**config.mk**
```make
export PLATFORM = sky130hd
export DESIGN_NAME = snake_move_ctrl
export DESIGN_NICKNAME = d
export VERILOG_FILES = /design/src/rtl/snake_move_ctrl.sv
export SDC_FILE = /design/constraint.sdc
export NUM_CORES = 1
export LEC_CHECK = 0
export CAP_MARGIN = 20
export CORE_UTILIZATION = 55
export DETAILED_ROUTE_END_ITERATION = 12
export DONT_BUFFER_PORTS = 1
export PLACE_DENSITY = 0.67
export SLEW_MARGIN = 30
export SYNTH_ARGS = -nofsm -noshare
export SYNTH_HDL_FRONTEND = slang
export SYNTH_SLANG_ARGS = --single-unit
```
**constraint.sdc**
```tcl
create_clock -name CLOCK_50 -period 3.6 [get_ports CLOCK_50]
set_input_delay 0.72 -clock CLOCK_50 [delete_from_list [all_inputs] [get_ports CLOCK_50]]
set_output_delay 0.72 -clock CLOCK_50 [all_outputs]
set_load 0.05 [all_outputs]
```
**src/rtl/snake_move_ctrl.sv**
```systemverilog
// Snake game head controller: IDLE/RUN/OVER FSM, periodic move ticks,
// buffered direction input, wall detection, food scoring and body shift strobe.
module snake_move_ctrl #(
  parameter int TICK_DIV  = 5000000,
  parameter int STEP      = 20,
  parameter int X_MAX     = 620,
  parameter int Y_MAX     = 460,
  parameter int START_X   = 320,
  parameter int START_Y   = 240,
  parameter int MAX_SCORE = 63
) (
  input  logic        CLOCK_50,
  input  logic        reset,
  input  logic        start,
  input  logic        btn_up,
  input  logic        btn_down,
  input  logic        btn_left,
  input  logic        btn_right,
  input  logic        food_hit,
  input  logic        self_hit,
  output logic [11:0] head_x,
  output logic [11:0] head_y,
  output logic        move_signal,
  output logic [7:0]  score,
  output logic        game_over,
  output logic [1:0]  state
);

  localparam int CW = $clog2(TICK_DIV);

  typedef enum logic [1:0] {IDLE = 2'd0, RUN = 2'd1, OVER = 2'd2} state_t;
  typedef enum logic [1:0] {UP = 2'd0, DOWN = 2'd1, LEFT = 2'd2, RIGHT = 2'd3} dir_t;

  state_t        cur;
  dir_t          dir;
  dir_t          pend_dir;
  dir_t          next_dir;
  dir_t          req_dir;
  logic          req_valid;
  logic [CW-1:0] tick_cnt;
  logic          food_latch;
  logic          tick;
  logic          wall;
  logic          idle_load;
  logic          scored;
  logic [11:0]   nx;
  logic [11:0]   ny;

  function automatic dir_t opposite(input dir_t d);
    case (d)
      UP:      return DOWN;
      DOWN:    return UP;
      LEFT:    return RIGHT;
      default: return LEFT;
    endcase
  endfunction

  // Button request is checked against the committed dir so a tick can never reverse the snake.
  always_comb begin
    req_valid = 1'b1;
    req_dir   = RIGHT;
    if (btn_up)         req_dir = UP;
    else if (btn_down)  req_dir = DOWN;
    else if (btn_left)  req_dir = LEFT;
    else if (btn_right) req_dir = RIGHT;
    else                req_valid = 1'b0;
    next_dir = (req_valid && req_dir != opposite(dir)) ? req_dir : pend_dir;
  end

  always_comb begin
    nx   = head_x;
    ny   = head_y;
    wall = 1'b0;
    case (next_dir)
      UP: begin
        wall = {1'b0, head_y} < 13'(STEP);
        ny   = head_y - 12'(STEP);
      end
      DOWN: begin
        wall = ({1'b0, head_y} + 13'(STEP)) > 13'(Y_MAX);
        ny   = head_y + 12'(STEP);
      end
      LEFT: begin
        wall = {1'b0, head_x} < 13'(STEP);
        nx   = head_x - 12'(STEP);
      end
      default: begin
        wall = ({1'b0, head_x} + 13'(STEP)) > 13'(X_MAX);
        nx   = head_x + 12'(STEP);
      end
    endcase
  end

  assign tick      = (cur == RUN) && (tick_cnt == CW'(TICK_DIV - 1));
  assign idle_load = reset || (cur == IDLE) || (cur == OVER && start);
  assign scored    = food_latch || food_hit;
  assign game_over = (cur == OVER);
  assign state     = cur;

  always_ff @(posedge CLOCK_50) begin
    move_signal <= 1'b0;
    if (idle_load) begin
      head_x     <= 12'(START_X);
      head_y     <= 12'(START_Y);
      score      <= 8'd0;
      dir        <= RIGHT;
      pend_dir   <= RIGHT;
      tick_cnt   <= '0;
      food_latch <= 1'b0;
    end else if (cur == RUN && !self_hit) begin
      pend_dir <= next_dir;
      if (!tick) begin
        tick_cnt   <= tick_cnt + 1'b1;
        food_latch <= scored;
      end else begin
        tick_cnt <= '0;
        dir      <= next_dir;
        if (!wall) begin
          head_x      <= nx;
          head_y      <= ny;
          move_signal <= 1'b1;
          food_latch  <= 1'b0;
          if (scored && score < 8'(MAX_SCORE))
            score <= score + 1'b1;
        end
      end
    end

    // Reset wins over every other condition in the same cycle.
    if (reset)
      cur <= IDLE;
    else begin
      case (cur)
        IDLE:    if (start) cur <= RUN;
        RUN:     if (self_hit || (tick && wall)) cur <= OVER;
        OVER:    if (start) cur <= IDLE;
        default: cur <= IDLE;
      endcase
    end
  end

endmodule

```
==> results of run 1 <==
critical path: cells and delay by family (launching register included):
kind            cells  cell delay (ns)
fa+ha+maj           1             0.30
simple gates        4             1.46
buf+inv             1             0.08
compound gates      4             0.88
flops               1             0.45
flip-flops by register name, summed over array words and instances (netlist names):
signal / count
state: 2
head_x: 10
food_latch: 1
move_signal: 1
score: 8
tick_cnt: 23
head_y: 10
pend_dir: 2
dir: 2
cell type report:
class	instances	share of cell area (%)
Clock buffer	10	3.41
Clock inverter	5	1.33
Inverter	14	1.30
Multi-Input combinational cell	365	58.4
Sequential cell	59	29.3
Tap cell	77	2.39
Timing Repair Buffer	21	3.91
power by group:
group | total (mW) | leakage [nW] | internal, mW | switching (mW)
Clock | 0.587 | 0.102 | 0.332 | 0.255
Sequential | 0.657 | 0.476 | 0.655 | 0.00166
Combinational | 0.103 | 0.795 | 0.0284 | 0.0745
metal layers:
metal  global-route usage (%)  wire length (um)
met1                     35.0              4100
met2                     38.9              3840
met3                     5.01               506
met4                     8.17               122
met5                        0                 0
worst paths after layout:
check / endpoint / from / slack (ns) / cells after the start
setup / recovery: score[5]$_SDFFE_PP0P_ / head_y[3]$_SDFFE_PP0P_ / 0.36 / 10
hold / removal: state[1]$_SDFFE_PP0P_ / reset / 0.50 / 1
setup reg to reg: score[5]$_SDFFE_PP0P_ / head_y[3]$_SDFFE_PP0P_ / 0.36 / 10
hold reg to reg: tick_cnt[1]$_SDFFE_PP0P_ / tick_cnt[1]$_SDFFE_PP0P_ / 0.50 / 2
cell usage in the layout, fill, tap and decap left out, types with 3 or more instances in the layout:
master and instances:
a21o_1 3, a21oi_1 30, a31oi_1 9, a32oi_1 4
and2_1 4, and3_1 10, buf_4 21, clkbuf_8 10
clkinv_2 3, conb_1 4, dfxtp_1 59, ha_1 8
inv_1 14, mux2i_1 4, nand2_1 32, nand2b_1 4
nand3_1 24, nand3b_1 4, nand4_1 8, nor2_1 58
nor2b_1 7, nor3_1 15, nor3b_1 4, nor4b_1 5
nor4bb_1 4, o211ai_1 4, o21a_1 3, o21ai_0 11
o21ai_1 3, o31ai_1 22, or3_1 6, or4_1 20
xnor2_1 10, xor2_1 16
cell families (layout without fill, tap and decap cells):
kind of cell    after synthesis  count (layout)
buf+inv                      46              50
mux                           4               4
flops                        59              59
simple gates                215             215
other cells                   1               4
xor+xnor                     26              26
compound gates              108             108
fa+ha+maj                     8               8
==> summary.txt, run 1 <==
Post-synth EDFFs = 0
Post-layout util = 62.5%
Die Span Y = 84.5 um
ANT cells = 0
WP data required = 3.85 ns
Routed WL = 8570 um
Drt drc = 6
CTS max path bufs = 2
Layout cells sized above 1 = 10.1%
Hold slack = 0.497 ns
Placement Cell Area = 3840 um2
Min-delay worst type = in2reg
Crit. End Element = flop
Compound-gate portion of the synthesized area = 20.5%
Number of max-cap violations = 0
Setup Crit Path Kind = reg2reg
# placed instances = 536
Synth Instances = 467
Max Clk Rate = 309 MHz
Row cnt = 29
IO Port Bufs = 0
Main combinational cell family by area after synthesis = simple AND/OR/NAND/NOR gates
Tmin final = 3.24 ns
Leak pwr = 1.37 nW
Yosys cell types = 57
Sequential fraction of the synthesis area = 31.5%
Initial Utilization = 58.0%
Slowest cell on crit path = or4_1
# hold bufs at CTS = 0
Vias/cell = 6.31
Status = complete, but fails checks
Number of DRC markers in iteration 0 = 196
Endpoints failing hold = 0
Antenna violations before repair = 0
P per Cell Area = 334 nW/um2
Post CTS Setup Buffer Count = 0
CP arrival = 3.49 ns
Area of the multi-input gates = 2360 um2
Cell area after synthesis = 3750 um2
Seq cells post-synth = 59
Total chip power = 1.35 mW
H-tree Lvls = 3
TritonCTS Buffers = 9
Clock sink total = 59
Simple-gate share of the synthesized area = 31.9%
Slew headroom = 38.7%
Clock latency on the worst-skew pair = 0.33 ns
Area leader, netlist = dfxtp_1
Synth Area in Adders = 2.67%
Yosys warnings = 0
Top cells by area, synth = dfxtp_1 (32%), nor2_1 (5.8%), o31ai_1 (4.4%)
PostCTS Resize Cnt = 0
Mux cell area share after synthesis = 1.07%
GRT overflow = 0
Top-count cell post-synth = dfxtp_1
Xor/xnor cell area share of the yosys netlist = 6.08%
Post-route insts no fill = 551
Violated checks = DRC
Vias = 3475
Primary FF master, synth = dfxtp_1
WL per Instance = 15.6 um
Clk_skew = 0.00891 ns
Largest net degree at the start of global routing = 47
Final nets = 487
Final instance area = 4040 um2
Overall Global Routing Usage = 25.1%
Chip Width = 84.5 um
Peak VDD IR = 0.237 mV
DPL Wire Length = 6190 um
Setup TNS = 0 ns
Root Buffer = clkbuf_8
Mean post-synth cell area = 8.02 um2
Fillcell total = 635
# setup viols final = 0
CORE AREA = 6460 um2
Slew Limit Fails = 0
Number of global-route vias before repair = 2959
Antenna Nets Post-Route = 0
RSZ-0062 raised after global routing = no
Crit Path Max Fanout = 46
Clock Pin Slew Worst Setup and Hold Paths = 0.07 ns
Final Cycle Share = 89.9%
P&R area growth vs syn = 7.75%
Critical Path Max Stage Delay = 0.66 ns
GP Congestion = 0.814
Synth cell count leaders = dfxtp_1 (59), nor2_1 (58), nand2_1 (32)
Sequential Area = 1180 um2
CTS tree = done
Worst Max-Slew Pin Slew = 0.917 ns
Global-route wire length before repair = 14500 um
Place WS = 0.353 ns
Drt pass-1 iters = 9
Startpoint Class = flop
Synth async-reset ratio = 0%
Final worst slack = 0.364 ns
Area share of the leading cell type in the synthesized netlist = 31.5%
Ports = 45
DIE AREA = 7150 um2
Crit-path cells = inv_1 -> ha_1 -> or3b_1 -> nand3_1 -> a32oi_1 -> a31oi_1 -> o41ai_4 -> nand4b_4 -> or4_1 -> a21oi_1
No activity file was read; power rests on OpenSTA's default activity.
==> inputs of run 2 (changes only) <==
--- a/config.mk
+++ b/config.mk
@@ -7,6 +7,7 @@
 export LEC_CHECK = 0
 export CAP_MARGIN = 20
 export CORE_UTILIZATION = 55
+export CTS_BUF_LIST = sky130_fd_sc_hd__clkbuf_4
 export DETAILED_ROUTE_END_ITERATION = 12
 export DONT_BUFFER_PORTS = 1
 export PLACE_DENSITY = 0.67
==> run 2 against run 1 <==
  * The run still ends with DRC left
  * Register-to-register slack barely moved
  * Combinational power barely moved
  * Clock skew rose by 0.0087 ns
  * Die area unchanged
  * Final cell count unchanged
  * Core utilization shrank 1.0 points
  * Routed wire length about the same
  * Sequential power is essentially flat
  * Fmax hardly changed
  * Sequential share of layout area up 0.49 points
  * First-iteration DRC count down 6.1%
  * Global-route usage down 0.23 points
  * Highest routed layer unchanged
==> summary.txt, run 2 (synthesis results as in run 1) <==
# setup viols final = 0 (unchanged)
WL per Instance = 15.6 um (about the same)
Most common cell after layout, fill and taps aside = dfxtp_1
Endpoints failing hold = 0 (unchanged)
Top reg by flops = tick_cnt
Violated checks = DRC
Leak pwr = 1.34 nW (-2.1%)
PostCTS Resize Cnt = 0 (unchanged)
Antenna Nets Post-Route = 0 (unchanged)
Layout cells sized above 1 = 9.92% (-0.21 points)
Crit Path Max Fanout = 46 (unchanged)
NetSw = 323 uW (-2.7%)
Clk_skew = 0.0176 ns (+0.00874 ns)
Post CTS Setup Buffer Count = 0 (unchanged)
Overall Global Routing Usage = 24.9% (-0.23 points)
GRT overflow = 0 (unchanged)
Largest net degree at the start of global routing = 47 (unchanged)
WP data required = 3.92 ns (+0.07 ns)
Drt drc = 6 (unchanged)
Post-route insts no fill = 551 (unchanged)
Hold slack = 0.428 ns (-0.0696 ns)
# hold bufs at CTS = 0 (unchanged)
Die Span Y = 84.5 um (unchanged)
Ports = 45 (unchanged)
Clock Pin Slew Worst Setup and Hold Paths = 0.10 ns (+0.03 ns)
Setup Crit Path Kind = reg2reg
DIE AREA = 7150 um2 (unchanged)
P per Cell Area = 305 nW/um2 (-8.7%)
Setup TNS = 0 ns (unchanged)
Sequential share of power = 54.3% (+5.6 points)
TritonCTS Buffers = 9 (unchanged)
Fillcell total = 641 (+0.94%)
Number of global-route vias before repair = 2968 (+0.30%)
Clock power share = 37.2% (-6.4 points)
P&R area growth vs syn = 5.98%
Clock sink total = 59 (unchanged)
H-tree Lvls = 3 (unchanged)
Crit. End Element = flop
GR Layer Usage met2 = 39.0% (+0.15 points)
Internal = 887 uW (-13%)
Routed WL = 8580 um (about the same)
Root Buffer = clkbuf_4
ANT cells = 0 (unchanged)
Vias = 3461 (-0.40%)
Drt pass-1 iters = 9 (unchanged)
Final nets = 487 (unchanged)
Initial Utilization = 58.0% (unchanged)
Row cnt = 29 (unchanged)
Global-route met3 utilization = 4.42% (-0.59 points)
Commonest non-fill, non-tap cells in the layout = dfxtp_1 (59), nor2_1 (58), nand2_1 (32), a21oi_1 (30), nand3_1 (24)
CTS tree = done
DPL Wire Length = 6190 um (unchanged)
Busiest grt layer = met2
Comb pwr share = 8.5% (+0.9 points)
Number of DRC markers in iteration 0 = 184 (-6.1%)
Peak VDD IR = 0.210 mV (-11%)
GP Congestion = 0.814 (unchanged)
Antenna violations before repair = 0 (unchanged)
Startpoint Class = flop
Met1 Usage GRT = 34.9% (-0.061 points)
Tmin final = 3.24 ns (+0.000356 ns)
Sw frac = 26.7% (+2.1 points)
Slew headroom = 38.7% (about the same)
Number of max-cap violations = 0 (unchanged)
Reg2Reg Depth = 10 (unchanged)
Min-delay worst type = in2reg
Final Cycle Share = 89.9% (about the same)
IO Port Bufs = 0 (unchanged)
Hold Path Depth = 1 (unchanged)
Vias/cell = 6.28 (-0.40%)
Max Clk Rate = 309 MHz (about the same)
Number of flip-flops in the largest register = 23 (unchanged)
Status = complete, but fails checks
CP arrival = 3.56 ns (+0.07 ns)
Global-route wire length before repair = 14500 um (-0.19%)
# placed instances = 536 (unchanged)
Slew Limit Fails = 0 (unchanged)
Worst Max-Slew Pin Slew = 0.917 ns (-0.0000113 ns)
CORE AREA = 6460 um2 (unchanged)
Largest regs = tick_cnt: 23 flops, head_x: 10 flops, head_y: 10 flops
Chip Width = 84.5 um (unchanged)
Clock latency on the worst-skew pair = 0.40 ns (+0.07 ns)
RSZ-0062 raised after global routing = no
CTS max path bufs = 2 (unchanged)
run 2: changes by cell type in the layout (fill, tap and decap cells not counted):
cell      delta
clkbuf_8    -10
clkinv_1     +1
clkbuf_4     +9
run 2: per-stage QoR:
step | setup WS (ns) | utilization, % | cell area (um2) | total power [mW]
5_1_grt | 0.0748 | 61.5 | 3970 | 1.26
4_1_cts | 0.351 | 61.5 | 3970 | 1.22
3_5_place_dp | 0.353 | 59.5 | 3840 | 0.774
6_report | 0.364 | 61.5 | 3970 | 1.21
3_3_place_gp | 0.432 | 59.4 | 3840 | 0.772
2_1_floorplan | 0.557 | - | 3760 | 0.755
run 2: layer usage:
layer  up-vias  wire length [um]
li1       1722                 -
met1      1628              4150
met2       102              3880
met3         9               468
met4         0                76
met5         -                 0
run 2: area by class of cell:
type	instances	area, um2	share of cell area, %
multi-input combinational	365	2360	59.4
tap	77	96.3	2.43
clock buffer	9	67.6	1.70
sequential	59	1180	29.8
inverter	14	52.6	1.32
clock inverter	6	57.6	1.45
timing repair buffer	21	158	3.97
run 2: worst paths after layout:
kind	slack [ns]	end	from
max	0.36	score[5]$_SDFFE_PP0P_	head_y[2]$_SDFFE_PP0P_
max reg2reg	0.36	score[5]$_SDFFE_PP0P_	head_y[2]$_SDFFE_PP0P_
min	0.43	state[1]$_SDFFE_PP0P_	reset
min reg2reg	0.51	tick_cnt[1]$_SDFFE_PP0P_	tick_cnt[1]$_SDFFE_PP0P_
run 2: worst max-delay path, cell delays in order (launching register included):
cell and delay [ns]:
dfxtp_1 0.43, inv_1 0.09, ha_1 0.32, or3b_1 0.19
nand3_1 0.08, a32oi_1 0.21, a31oi_1 0.15, o41ai_4 0.36
nand4b_4 0.53, or4_1 0.66, a21oi_1 0.16
run 2: power groups by stage:
stage	clock [mW]	sequential, mW	combinational (mW)
6_report	0.450	0.656	0.103
5_1_grt	0.490	0.657	0.112
4_1_cts	0.458	0.656	0.103
3_5_place_dp	0	0.671	0.103
3_3_place_gp	0	0.671	0.100
2_1_floorplan	0	0.678	0.0770
==> inputs of run 3 (changes only) <==
--- a/config.mk
+++ b/config.mk
@@ -11,6 +11,7 @@
 export DETAILED_ROUTE_END_ITERATION = 12
 export DONT_BUFFER_PORTS = 1
 export PLACE_DENSITY = 0.67
+export SETUP_SLACK_MARGIN = 0.02
 export SLEW_MARGIN = 30
 export SYNTH_ARGS = -nofsm -noshare
 export SYNTH_HDL_FRONTEND = slang
==> results of run 3 <==
The final DEF is identical to that of run 2; final timing and power are the same.
